<file path="config.mk">
export PLATFORM = sky130hd
export DESIGN_NAME = sdram_aref
export DESIGN_NICKNAME = d
export VERILOG_FILES = /design/src/rtl/sdram_aref_pkg.sv /design/src/rtl/sdram_ref_timer.sv /design/src/rtl/sdram_aref.sv
export SDC_FILE = /design/constraint.sdc
export NUM_CORES = 1
export LEC_CHECK = 0
export CORE_ASPECT_RATIO = 1.25
export CORE_MARGIN = 4
export CORE_UTILIZATION = 48
export CTS_CLUSTER_SIZE = 16
export DETAILED_ROUTE_END_ITERATION = 12
export MAX_ROUTING_LAYER = met4
export PLACE_DENSITY = 0.77
export SLEW_MARGIN = 20
export SYNTH_ARGS = -nofsm -noshare
export SYNTH_HDL_FRONTEND = slang
export SYNTH_SLANG_ARGS = --single-unit
export TNS_END_PERCENT = 10
</file>
<file path="constraint.sdc">
create_clock -name sclk -period 1.8 [get_ports sclk]
set_input_delay 0.36 -clock sclk [delete_from_list [all_inputs] [get_ports sclk]]
set_output_delay 0.36 -clock sclk [all_outputs]
set_load 0.005 [all_outputs]
</file>
<file path="src/rtl/sdram_aref_pkg.sv">
// Shared SDRAM command encodings and auto-refresh FSM state type.
// Encodings are {CS_n,RAS_n,CAS_n,WE_n}; A10 selects all banks on PRECHARGE.
package sdram_aref_pkg;

    localparam logic [3:0] CMD_NOP       = 4'b0111;
    localparam logic [3:0] CMD_PRECHARGE = 4'b0010;
    localparam logic [3:0] CMD_AUTO_REF  = 4'b0001;
    localparam logic [3:0] CMD_MRSET     = 4'b0000;
    localparam logic [3:0] CMD_ACTIVE    = 4'b0011;
    localparam logic [3:0] CMD_READ      = 4'b0101;
    localparam logic [3:0] CMD_WRITE     = 4'b0100;

    localparam logic [11:0] ADDR_ALL_BANKS = 12'h400;

    typedef enum logic [1:0] {
        ST_IDLE,
        ST_ARM,
        ST_BURST
    } aref_state_e;

endpackage

</file>
<file path="src/rtl/sdram_ref_timer.sv">
// Refresh period timer: counts 0..CNT_REF_MAX-1 while enabled, held at 0 otherwise.
// Ports: clk_i, rst_i (sync, active-high), en_i; expire_o high on the last count.
module sdram_ref_timer #(
    parameter int CNT_REF_MAX = 750
) (
    input  logic clk_i,
    input  logic rst_i,
    input  logic en_i,
    output logic expire_o
);

    localparam int TW = (CNT_REF_MAX > 1) ? $clog2(CNT_REF_MAX) : 1;
    localparam logic [TW-1:0] LAST = TW'(CNT_REF_MAX - 1);

    logic [TW-1:0] cnt_q;
    logic [TW-1:0] cnt_d;

    always_comb begin
        cnt_d = cnt_q;
        if (!en_i) begin
            cnt_d = '0;
        end else if (cnt_q == LAST) begin
            cnt_d = '0;
        end else begin
            cnt_d = cnt_q + 1'b1;
        end
    end

    assign expire_o = en_i && (cnt_q == LAST);

    always_ff @(posedge clk_i) begin
        if (rst_i) begin
            cnt_q <= '0;
        end else begin
            cnt_q <= cnt_d;
        end
    end

endmodule

</file>
<file path="src/rtl/sdram_aref.sv">
// Periodic SDRAM auto-refresh engine: request, PRECHARGE-all, two AUTO_REFs.
// Ports: sclk, s_rst, flag_init_end, ref_en in; ref_req, aref_cmd/addr/bank,
// flag_ref_end, ref_miss out (all registered).
module sdram_aref
    import sdram_aref_pkg::*;
#(
    parameter int CNT_REF_MAX = 750,
    parameter int T_RP        = 2,
    parameter int T_RC        = 4
) (
    input  logic        sclk,
    input  logic        s_rst,
    input  logic        flag_init_end,
    input  logic        ref_en,
    output logic        ref_req,
    output logic [3:0]  aref_cmd,
    output logic [11:0] aref_addr,
    output logic [1:0]  aref_bank,
    output logic        flag_ref_end,
    output logic        ref_miss
);

    localparam int END_STEP = T_RP + 2 * T_RC;
    localparam int SW = $clog2(END_STEP + 1);
    localparam logic [SW-1:0] S_AREF1 = SW'(T_RP);
    localparam logic [SW-1:0] S_AREF2 = SW'(T_RP + T_RC);
    localparam logic [SW-1:0] S_END   = SW'(END_STEP);

    aref_state_e state_q, state_d;
    logic [SW-1:0] step_q, step_d;
    logic pend_q, pend_d;
    logic miss_q, miss_d;
    logic req_q, req_d;
    logic [3:0] cmd_q, cmd_d;
    logic [11:0] addr_q, addr_d;
    logic end_q, end_d;
    logic expire;
    logic grant;

    sdram_ref_timer #(
        .CNT_REF_MAX(CNT_REF_MAX)
    ) u_timer (
        .clk_i   (sclk),
        .rst_i   (s_rst),
        .en_i    (state_q != ST_IDLE),
        .expire_o(expire)
    );

    // ref_req is only ever high in ARM, so this is the real grant.
    assign grant = req_q & ref_en;

    always_comb begin
        state_d = state_q;
        step_d  = '0;
        pend_d  = pend_q;
        miss_d  = miss_q;
        req_d   = 1'b0;
        cmd_d   = CMD_NOP;
        addr_d  = '0;
        end_d   = 1'b0;

        // A new expiry wins over a same-cycle grant clear.
        if (grant) pend_d = 1'b0;
        if (expire) pend_d = 1'b1;
        if (expire && pend_q && !grant) miss_d = 1'b1;

        req_d = (state_q == ST_ARM) && pend_q && !grant;

        unique case (state_q)
            ST_IDLE: begin
                if (flag_init_end) state_d = ST_ARM;
            end
            ST_ARM: begin
                if (grant) state_d = ST_BURST;
            end
            ST_BURST: begin
                if (step_q == S_END) begin
                    state_d = ST_ARM;
                    end_d   = 1'b1;
                end else begin
                    step_d = step_q + 1'b1;
                end
                if (step_q == '0) begin
                    cmd_d  = CMD_PRECHARGE;
                    addr_d = ADDR_ALL_BANKS;
                end else if (step_q == S_AREF1 || step_q == S_AREF2) begin
                    cmd_d = CMD_AUTO_REF;
                end
            end
            default: state_d = ST_IDLE;
        endcase
    end

    always_ff @(posedge sclk) begin
        if (s_rst) begin
            state_q <= ST_IDLE;
            step_q  <= '0;
            pend_q  <= 1'b0;
            miss_q  <= 1'b0;
            req_q   <= 1'b0;
            cmd_q   <= CMD_NOP;
            addr_q  <= '0;
            end_q   <= 1'b0;
        end else begin
            state_q <= state_d;
            step_q  <= step_d;
            pend_q  <= pend_d;
            miss_q  <= miss_d;
            req_q   <= req_d;
            cmd_q   <= cmd_d;
            addr_q  <= addr_d;
            end_q   <= end_d;
        end
    end

    assign ref_req      = req_q;
    assign aref_cmd     = cmd_q;
    assign aref_addr    = addr_q;
    assign aref_bank    = 2'b00;
    assign flag_ref_end = end_q;
    assign ref_miss     = miss_q;

endmodule

</file>
; ---- After elaboration in Yosys (flattened, before gate mapping)
; Cells that the tools add are included.
[totals]
output_inout_bits = 21
elab_cells = 50
reg_bits = 36
[classes]
mux = 10
n_eq_ne = 9
addsub = 2
bitwise_logic = 3
n_reduce_logical = 16
[ops]
columns = operator, count
row1 = 2-to-1 mux 11 bit, 1
row2 = adder 10 x 1 -> 10 bit (second input constant), 1
row3 = == test 10 bit (second input constant), 1
row4 = OR reduction 3 bit, 3
row5 = 2-to-1 mux 2 bit, 3
row6 = 2-to-1 mux 3 bit, 2
row7 = != test 2 bit (second input constant), 3
row8 = one-hot mux 2 bit (3 select lines), 1
row9 = logical AND 1 bit, 5
row10 = adder 4 x 1 -> 4 bit (second input constant), 1
row11 = == test 4 x 2 -> 1 bit (second input constant), 1
row12 = == test 4 x 3 -> 1 bit (second input constant), 1
row13 = == test 4 bit (second input constant), 1
row14 = zero test 4 bit, 1
row15 = nonzero test 2 bit, 2
row16 = 2-to-1 mux 1 bit, 3
row17 = AND reduction 3 bit, 1
row18 = == test 2 x 1 -> 1 bit (second input constant), 1
row19 = == test 2 bit (second input constant), 1
row20 = zero test 2 bit, 1
row21 = NOT 1 bit, 2
row22 = OR reduction 2 bit, 1
row23 = AND 1 bit, 1
row24 = zero test 1 bit, 1
row25 = logical OR 1 bit, 1

; ---- Depth between registers and ports, before layout
; Gate-level depths: netlist of run 1.
[depth]
word_depth = 4
mapped_depth = 5
depth_no_buf = 5

; ---- Modules after synthesis
; Synthesis of run 1 repeated with hierarchy kept, for this count alone.
[unflattened]
hier_cells = 121
area_unflattened_um2 = 1133.6
[modules_own_cells]
columns = mod, area_per_inst_um2, seq_area_each_um2, cells_per_inst, instances
row1 = sdram_aref, 631.9, 280.3, 66, 1
row2 = sdram_ref_timer, 501.7, 200.2, 55, 1

; ---- Least setup slack after synthesis of run 1
; Ideal clock, no wire load.
[synth_path]
path_type = reg-to-reg
startpoint = register step_q[0]
endpoint = register state_q[0]
t_required_ns = 1.730
setup_ns = 0.070
stages_incl_launch_ff = 6
slack_ns = 0.429
period_less_slack_ns = 1.371
arrival_time_ns = 1.302
cell_sequence = dfxtp_1 -> inv_1 -> ha_1 -> nand3b_1 -> or3b_2 -> a21oi_1
[synth_via]
elab_chain_cells = 3
[synth_rtl]
columns = item, line
row1 = "start, declared", sdram_aref.sv:30  ; logic [SW-1:0] step_q, step_d;
row2 = "start signal, assigned", sdram_aref.sv:106  ; step_q <= step_d;
row3 = == test 4 bit, sdram_aref.sv:77  ; if (step_q == S_END) begin
row4 = != test 2 bit (no source line), -
row5 = AND reduction 3 bit (no source line), -
row6 = "end signal, assigned", sdram_aref.sv:105  ; state_q <= state_d;
row7 = "end, declared", sdram_aref.sv:29  ; aref_state_e state_q, state_d;
; No other way between the ends.
; A chain may end at the register's enable or synchronous reset.

; ---- Worst setup path in the final report of run 1
[layout_path]
startpoint = register u_timer.cnt_q[0]
endpoint = register u_timer.cnt_q[7]
[layout_via]
elab_chain_cells = 2
elab_cells_between_ends = 3
[layout_rtl]
columns = item, line
row1 = "start, declared", sdram_ref_timer.sv:15  ; logic [TW-1:0] cnt_q;
row2 = "start signal, assigned", sdram_ref_timer.sv:35  ; cnt_q <= cnt_d;
row3 = "parallel branches: the longest is 2 deep, another holds adder 10 x 1 -> 10 bit", -
; Several ways; the timed one is not identified.

==> results.sh, run 1 <==
export IMPL_ir_drop_uv=393
export IMPL_routabilityCongestion=0.771
export IMPL_synthAdderAreaFrac_pct=5.64
export IMPL_drc=0
export IMPL_clock_sinks=24
export IMPL_postCtsHoldBufs=0
export IMPL_drv_cap=0
export IMPL_crit_required_ns=1.97
export IMPL_power_frac_comb_pct=3.9
export IMPL_path_max_fanout=9
export IMPL_syn_inst=118
export IMPL_met2_usage_pct=22.8
export IMPL_hold_viol=0
export IMPL_dieArea_um2=3150
export IMPL_yosysSeqAreaShare_pct=43.3
export IMPL_p_switching_mw=0.172
export IMPL_tightest_slew_ns=0.669
export IMPL_powerDensity_nw_per_um2=682
export IMPL_power_total_mw=0.845
export IMPL_endpoint_kind="flop"
export IMPL_leakagePower_nw=0.435
export IMPL_cts_setup_buffers=0
export IMPL_detailed_place_hpwl_mm=1.39
export IMPL_pin_count=25
export IMPL_wl_per_cell_um=11.0
export IMPL_grt_use_met3_pct=2.15
export IMPL_grt_max_degree=14
export IMPL_muxShareOfSynthArea_pct=0
export IMPL_setup_ws_ns=0.212
export IMPL_synth_top_family_by_area="simple AND/OR/NAND/NOR gates"
export IMPL_antenna_found_initial=0
export IMPL_cts_tree="built"
export IMPL_start_kind="flop"
export IMPL_hold_ws_ns=0.485
export IMPL_outcome="completed"
export IMPL_rsz0062_at_grt="no"
export IMPL_synth_compound_area_share_pct=13.8
export IMPL_crit_chain="ha_1, nand4bb_1, o31ai_2, a21oi_1"
export IMPL_grtUsageTotal_pct=13.3
export IMPL_gr_usage_met1_pct=14.3
export IMPL_place_ws_ns=0.159
export IMPL_path_delay_family="compound AO/OA/AOI/OAI gates"
export IMPL_power_frac_seq_pct=63.9
export IMPL_cts_max_level=1
export IMPL_synth_xor_area_share_pct=3.16
export IMPL_fp_row_count=19
export IMPL_worst_path_largest_cell_delay_ns=0.58
export IMPL_fmax_mhz=630
export IMPL_post_synth_cell_area_avg_um2=9.41
export IMPL_layout_drive_gt1_share_pct=11.4
export IMPL_grt_ovfl_total=0
export IMPL_min_period_ns=1.59
export IMPL_synth_area_um2=1110
export IMPL_synth_edff_count=0
export IMPL_viasPerCell=4.92
export IMPL_ys_flop_type="dfxtp_1"
export IMPL_clkPwrFrac_pct=32.2
export IMPL_initial_core_util_pct=50.2
export IMPL_switching_share_pct=20.4
export IMPL_synthToLayoutAreaGrowth_pct=11.6
export IMPL_ys_ff_latch=24
export IMPL_wl_mm=1.79
export IMPL_final_setup_viol_count=0
export IMPL_crit_type="flop to flop"
export IMPL_period_share_pct=88.2
export IMPL_slew_violations=0
export IMPL_crit_slowest_cell="o31ai_2"
export IMPL_synth_async_sr_flop_share_pct=0
export IMPL_die_h_um=61.8
export IMPL_insertion_delay_ns=0.31
export IMPL_ys_types=36
export IMPL_ctsRootBufferMaster="clkbuf_4"
export IMPL_portBuffers=10
export IMPL_synth_simple_area_share_pct=21.5
export IMPL_clk_path_buf_depth=2
export IMPL_slew_limit_headroom_pct=55.1
export IMPL_path_buf_inv=0
export IMPL_layout_common_cells="dfxtp_1, conb_1, nor2_1"
export IMPL_path_clk_slew_ns=0.12
export IMPL_mostFrequentLayoutCell="dfxtp_1"
export IMPL_cts_buffers=3
export IMPL_nets=142
export IMPL_ys_warn_count=0
export IMPL_antenna_cells=0
export IMPL_postCtsResizedCells=0
export IMPL_drt_iter0_markers=8
export IMPL_drt_pass1_iter_count=4
export IMPL_grt_busiest_layer="met2"
export IMPL_coreArea_um2=2210
export IMPL_fin_setup_tns_ns=0
export IMPL_crit_arrival_ns=1.76
export IMPL_fin_worst_skew_ns=0.00452
export IMPL_min_path_type="flop to flop"
export IMPL_p_int_mw=0.673
export IMPL_grt_pass1_vias=737
export IMPL_final_util_pct=56.0
export IMPL_grt_pass1_wl_mm=3.04
export IMPL_detail_route_antenna_nets=0
export IMPL_num_vias=802
export IMPL_die_x_um=51.0
## sequential cells by signal, indices dropped and copies added, names as in the netlist
signal         cells
u_timer.cnt_q     10
step_q             4
aref_cmd           3
state_q            2
aref_addr          1
flag_ref_end       1
pend_q             1
ref_miss           1
ref_req            1
## area by class of cell
type,count,area (um^2)
fill,223,972
timing repair buffer,12,115
multi-input combinational,85,542
clock buffer,4,36.3
inverter,7,26.3
sequential,24,480
tap,31,38.8
## metrics by stage
| stage | std cells | area, um^2 |
|---|---|---|
| floorplan | 131 | 1160 |
| global placement | 159 | 1200 |
| detailed placement | 159 | 1200 |
| CTS | 163 | 1240 |
| global route | 163 | 1240 |
| finish | 163 | 1240 |
## synth_stat cells, types with 2 or more instances
cell type	number	area share (%)
dfxtp_1	24	43
buf_4	14	9.5
nor2_1	11	3.7
a21oi_1	7	3.2
inv_1	7	2.4
ha_1	5	5.6
nand3_1	5	2.3
o21ai_0	5	2.3
nand2_1	4	1.4
or3_1	3	1.7
nand3b_1	2	1.4
nand4_1	2	1.1
o31ai_1	2	1.4
or3b_2	2	1.6
or4_1	2	1.4
xnor2_1	2	1.6
xor2_1	2	1.6
## power groups by stage
stage / clock, mW / sequential (mW) / combinational [mW]
6_report: 0.272 / 0.540 / 0.0333
5_1_grt: 0.310 / 0.541 / 0.0387
4_1_cts: 0.285 / 0.540 / 0.0323
3_5_place_dp: 0 / 0.552 / 0.0321
3_3_place_gp: 0 / 0.552 / 0.0317
2_1_floorplan: 0 / 0.549 / 0.0441
## cell families (layout without fill, tap and decap cells)
| family | after synthesis | count (layout) |
|---|---|---|
| AND/OR/NAND/NOR | 40 | 40 |
| buffers and inverters | 22 | 23 |
| XOR/XNOR | 4 | 4 |
| flip-flops | 24 | 24 |
| AO/OA/AOI/OAI | 22 | 22 |
| other | 1 | 14 |
| adder cells (fa/ha/maj) | 5 | 5 |
## worst paths after layout
path / startpoint / to / slack, ns / cells after the start
worst max-delay path: u_timer.cnt_q[0] / u_timer.cnt_q[7] / 0.21 / 4
worst min-delay path: step_q[0] / step_q[0] / 0.49 / 1
worst max register to register: u_timer.cnt_q[0] / u_timer.cnt_q[7] / 0.21 / 4
worst min register to register: step_q[0] / step_q[0] / 0.49 / 1
## layer usage
metal  share of wire, %  vias to the layer above  wire length, um
li1                   -                      411                -
met1                 41                      372              738
met2                 52                       14              935
met3                3.7                        5               67
met4                2.6                        0               46
met5                  0                        -                0
No activity file was read; power rests on OpenSTA's default activity.
==> inputs of run 2 (changes only) <==
--- a/config.mk
+++ b/config.mk
@@ -7,13 +7,14 @@
 export LEC_CHECK = 0
 export CORE_ASPECT_RATIO = 1.25
 export CORE_MARGIN = 4
-export CORE_UTILIZATION = 48
+export CORE_UTILIZATION = 52
 export CTS_CLUSTER_SIZE = 16
 export DETAILED_ROUTE_END_ITERATION = 12
 export MAX_ROUTING_LAYER = met4
-export PLACE_DENSITY = 0.77
+export PLACE_DENSITY = 0.82
 export SLEW_MARGIN = 20
 export SYNTH_ARGS = -nofsm -noshare
 export SYNTH_HDL_FRONTEND = slang
+export SYNTH_HIERARCHICAL = 1
 export SYNTH_SLANG_ARGS = --single-unit
 export TNS_END_PERCENT = 10
==> constraint.sdc (replaced) <==
create_clock -name sclk -period 2 [get_ports sclk]
set_input_delay 0.4 -clock sclk [delete_from_list [all_inputs] [get_ports sclk]]
set_output_delay 0.4 -clock sclk [all_outputs]
set_load 0.005 [all_outputs]
==> run 2 against run 1 <==
Net effect:
- die area is 4.9% lower
- synthesized cell count is 2.5% higher
- combinational power is 9.0% lower
- via count is 0.25% lower
- first-iteration DRC count is 38% higher
- cell count is 4.9% lower
- highest routed layer unchanged
==> results.sh, run 2 <==
export IMPL_outcome="completed"
export IMPL_clkPwrFrac_pct=40.0
export IMPL_detailed_place_hpwl_mm=1.52
export IMPL_mostFrequentLayoutCell="dfxtp_1"
export IMPL_endpoint_kind="output pin"
export IMPL_stdcell_count=155
export IMPL_fmax_mhz=626
export IMPL_synth_top_cells_by_count="dfxtp_1, buf_4, nor2_1, inv_1, nand2_1"
export IMPL_p_switching_mw=0.165
export IMPL_drv_cap=0
export IMPL_clk_path_buf_depth=2
export IMPL_wl_mm=1.93
export IMPL_dieArea_um2=3000
export IMPL_drt_iter0_markers=11
export IMPL_nets=145
export IMPL_postCtsHoldBufs=0
export IMPL_detail_route_antenna_nets=0
export IMPL_final_setup_viol_count=0
export IMPL_pin_count=25
export IMPL_postCtsResizedCells=0
export IMPL_post_synth_cell_area_avg_um2=9.37
export IMPL_synth_edff_count=0
export IMPL_ys_types=36
export IMPL_die_h_um=60.2
export IMPL_crit_arrival_ns=1.20
export IMPL_placed_cells=151
export IMPL_cts_buffers=3
export IMPL_power_frac_comb_pct=3.5
export IMPL_wl_per_cell_um=12.5
export IMPL_rsz0062_at_grt="no"
export IMPL_synthToLayoutAreaGrowth_pct=11.4
export IMPL_synth_area_um2=1130
export IMPL_layout_common_cells="dfxtp_1, conb_1, nor2_1"
export IMPL_yosysSeqAreaShare_pct=42.4
export IMPL_nFillCells=183
export IMPL_grtUsageTotal_pct=13.9
export IMPL_switching_share_pct=19.2
export IMPL_yosys_area_top_type="dfxtp_1"
export IMPL_gr_usage_met1_pct=11.9
export IMPL_ys_warn_count=6
export IMPL_synth_top_cell_area_share_pct=42.4
export IMPL_grt_pass1_wl_mm=3.10
export IMPL_insertion_delay_ns=0.31
export IMPL_grt_pass1_vias=772
export IMPL_grt_ovfl_total=0
export IMPL_leakagePower_nw=0.475
export IMPL_num_vias=800
export IMPL_ctsRootBufferMaster="clkbuf_4"
export IMPL_ir_drop_uv=495
export IMPL_power_frac_seq_pct=56.5
export IMPL_portBuffers=10
export IMPL_power_total_mw=0.860
export IMPL_ys_flop_type="dfxtp_1"
export IMPL_ys_top_cells_by_area="dfxtp_1, buf_4, ha_1"
export IMPL_grt_use_met3_pct=1.50
export IMPL_cts_setup_buffers=0
export IMPL_initial_core_util_pct=55.9
export IMPL_min_path_type="flop to flop"
export IMPL_path_clk_slew_ns=0.13
export IMPL_start_kind="flop"
export IMPL_worst_path_largest_cell_delay_ns=0.51
export IMPL_antenna_cells=0
export IMPL_period_share_pct=79.9
export IMPL_place_ws_ns=0.371
export IMPL_drt_pass1_iter_count=4
export IMPL_crit_slowest_cell="clkdlybuf4s50_1"
export IMPL_routabilityCongestion=0.777
export IMPL_setup_ws_ns=0.401
export IMPL_hold_viol=0
export IMPL_p_int_mw=0.695
export IMPL_crit_required_ns=1.60
export IMPL_final_util_pct=62.3
export IMPL_min_period_ns=1.60
export IMPL_grt_busiest_layer="met2"
export IMPL_antenna_found_initial=0
export IMPL_fin_setup_tns_ns=0
export IMPL_synth_async_sr_flop_share_pct=0
export IMPL_fp_row_count=18
export IMPL_ys_ff_latch=24
export IMPL_slew_violations=0
export IMPL_syn_inst=121
export IMPL_largest_reg_flops=10
export IMPL_crit_type="flop to output pin"
export IMPL_path_delay_family="buffers and inverters"
export IMPL_grt_max_degree=15
export IMPL_met2_usage_pct=28.2
export IMPL_path_max_fanout=3
export IMPL_die_x_um=49.8
export IMPL_viasPerCell=5.16
export IMPL_layout_drive_gt1_share_pct=13.3
export IMPL_coreArea_um2=2030
export IMPL_cts_tree="built"
export IMPL_synth_most_common_cell="dfxtp_1"
export IMPL_clock_sinks=24
export IMPL_powerDensity_nw_per_um2=681
export IMPL_regMostFlops="u_timer/cnt_q"
export IMPL_drc=0
export IMPL_fin_worst_skew_ns=0.00234
export IMPL_cts_max_level=1
export IMPL_path_buf_inv=1
export IMPL_crit_chain="clkdlybuf4s50_1"
-- run 2: cell types whose count changed after synthesis, sizes merged, moves of 2 or more --
cell and change:
nor2 +6, inv +2, and2 +2, o31ai -3, nand4 +2, a21oi -3
or3 -3, nor4 +3, or4 -2
-- run 2: final timing paths --
kind,from,to,slack [ns],cells after the start
setup / recovery,ref_req,ref_req,0.40,1
setup reg to reg,u_timer/cnt_q[0],u_timer/cnt_q[8],0.51,4
hold / removal,pend_q,ref_req,0.48,2
hold reg to reg,pend_q,ref_req,0.48,2
-- run 2: final cells by class --
class	count	area (um^2)	area share, %
repair buffers	11	108	8.52
clock inverters	1	30.0	2.38
clock buffers	3	22.5	1.78
flip-flops and latches	24	480	38.1
inverters	9	33.8	2.68
multi-input cells	87	563	44.6
well taps	20	25.0	1.98
-- run 2: cell families after synthesis --
group	count (synthesis)	synth area share (%)
AO/OA/AOI/OAI	15	8.94
XOR/XNOR	6	4.64
adder cells (fa/ha/maj)	5	5.52
buffers and inverters	23	12.3
flip-flops	24	42.4
other	1	0.331
AND/OR/NAND/NOR	47	25.9
-- run 2: power groups by stage --
stage	Sequential [mW]	Combinational, mW	Clock (mW)
final	0.486	0.0303	0.344
after global routing	0.487	0.0339	0.375
after CTS	0.486	0.0292	0.352
after detailed placement	0.496	0.0286	0
after global placement	0.496	0.0279	0
after floorplan	0.495	0.0369	0
-- run 2: stage by stage --
step	area (um^2)	hold WS (ns)
global placement	1210	0.456
global route	1260	0.492
finish	1260	0.476
floorplan	1180	0.429
detailed placement	1210	0.462
CTS	1260	0.479
-- run 2: layer usage --
metal  routed length [um]  vias to the layer above
met5                    0                        -
met4                   13                        0
met3                   55                        2
met2                 1140                       15
met1                  726                      376
li1                     -                      407
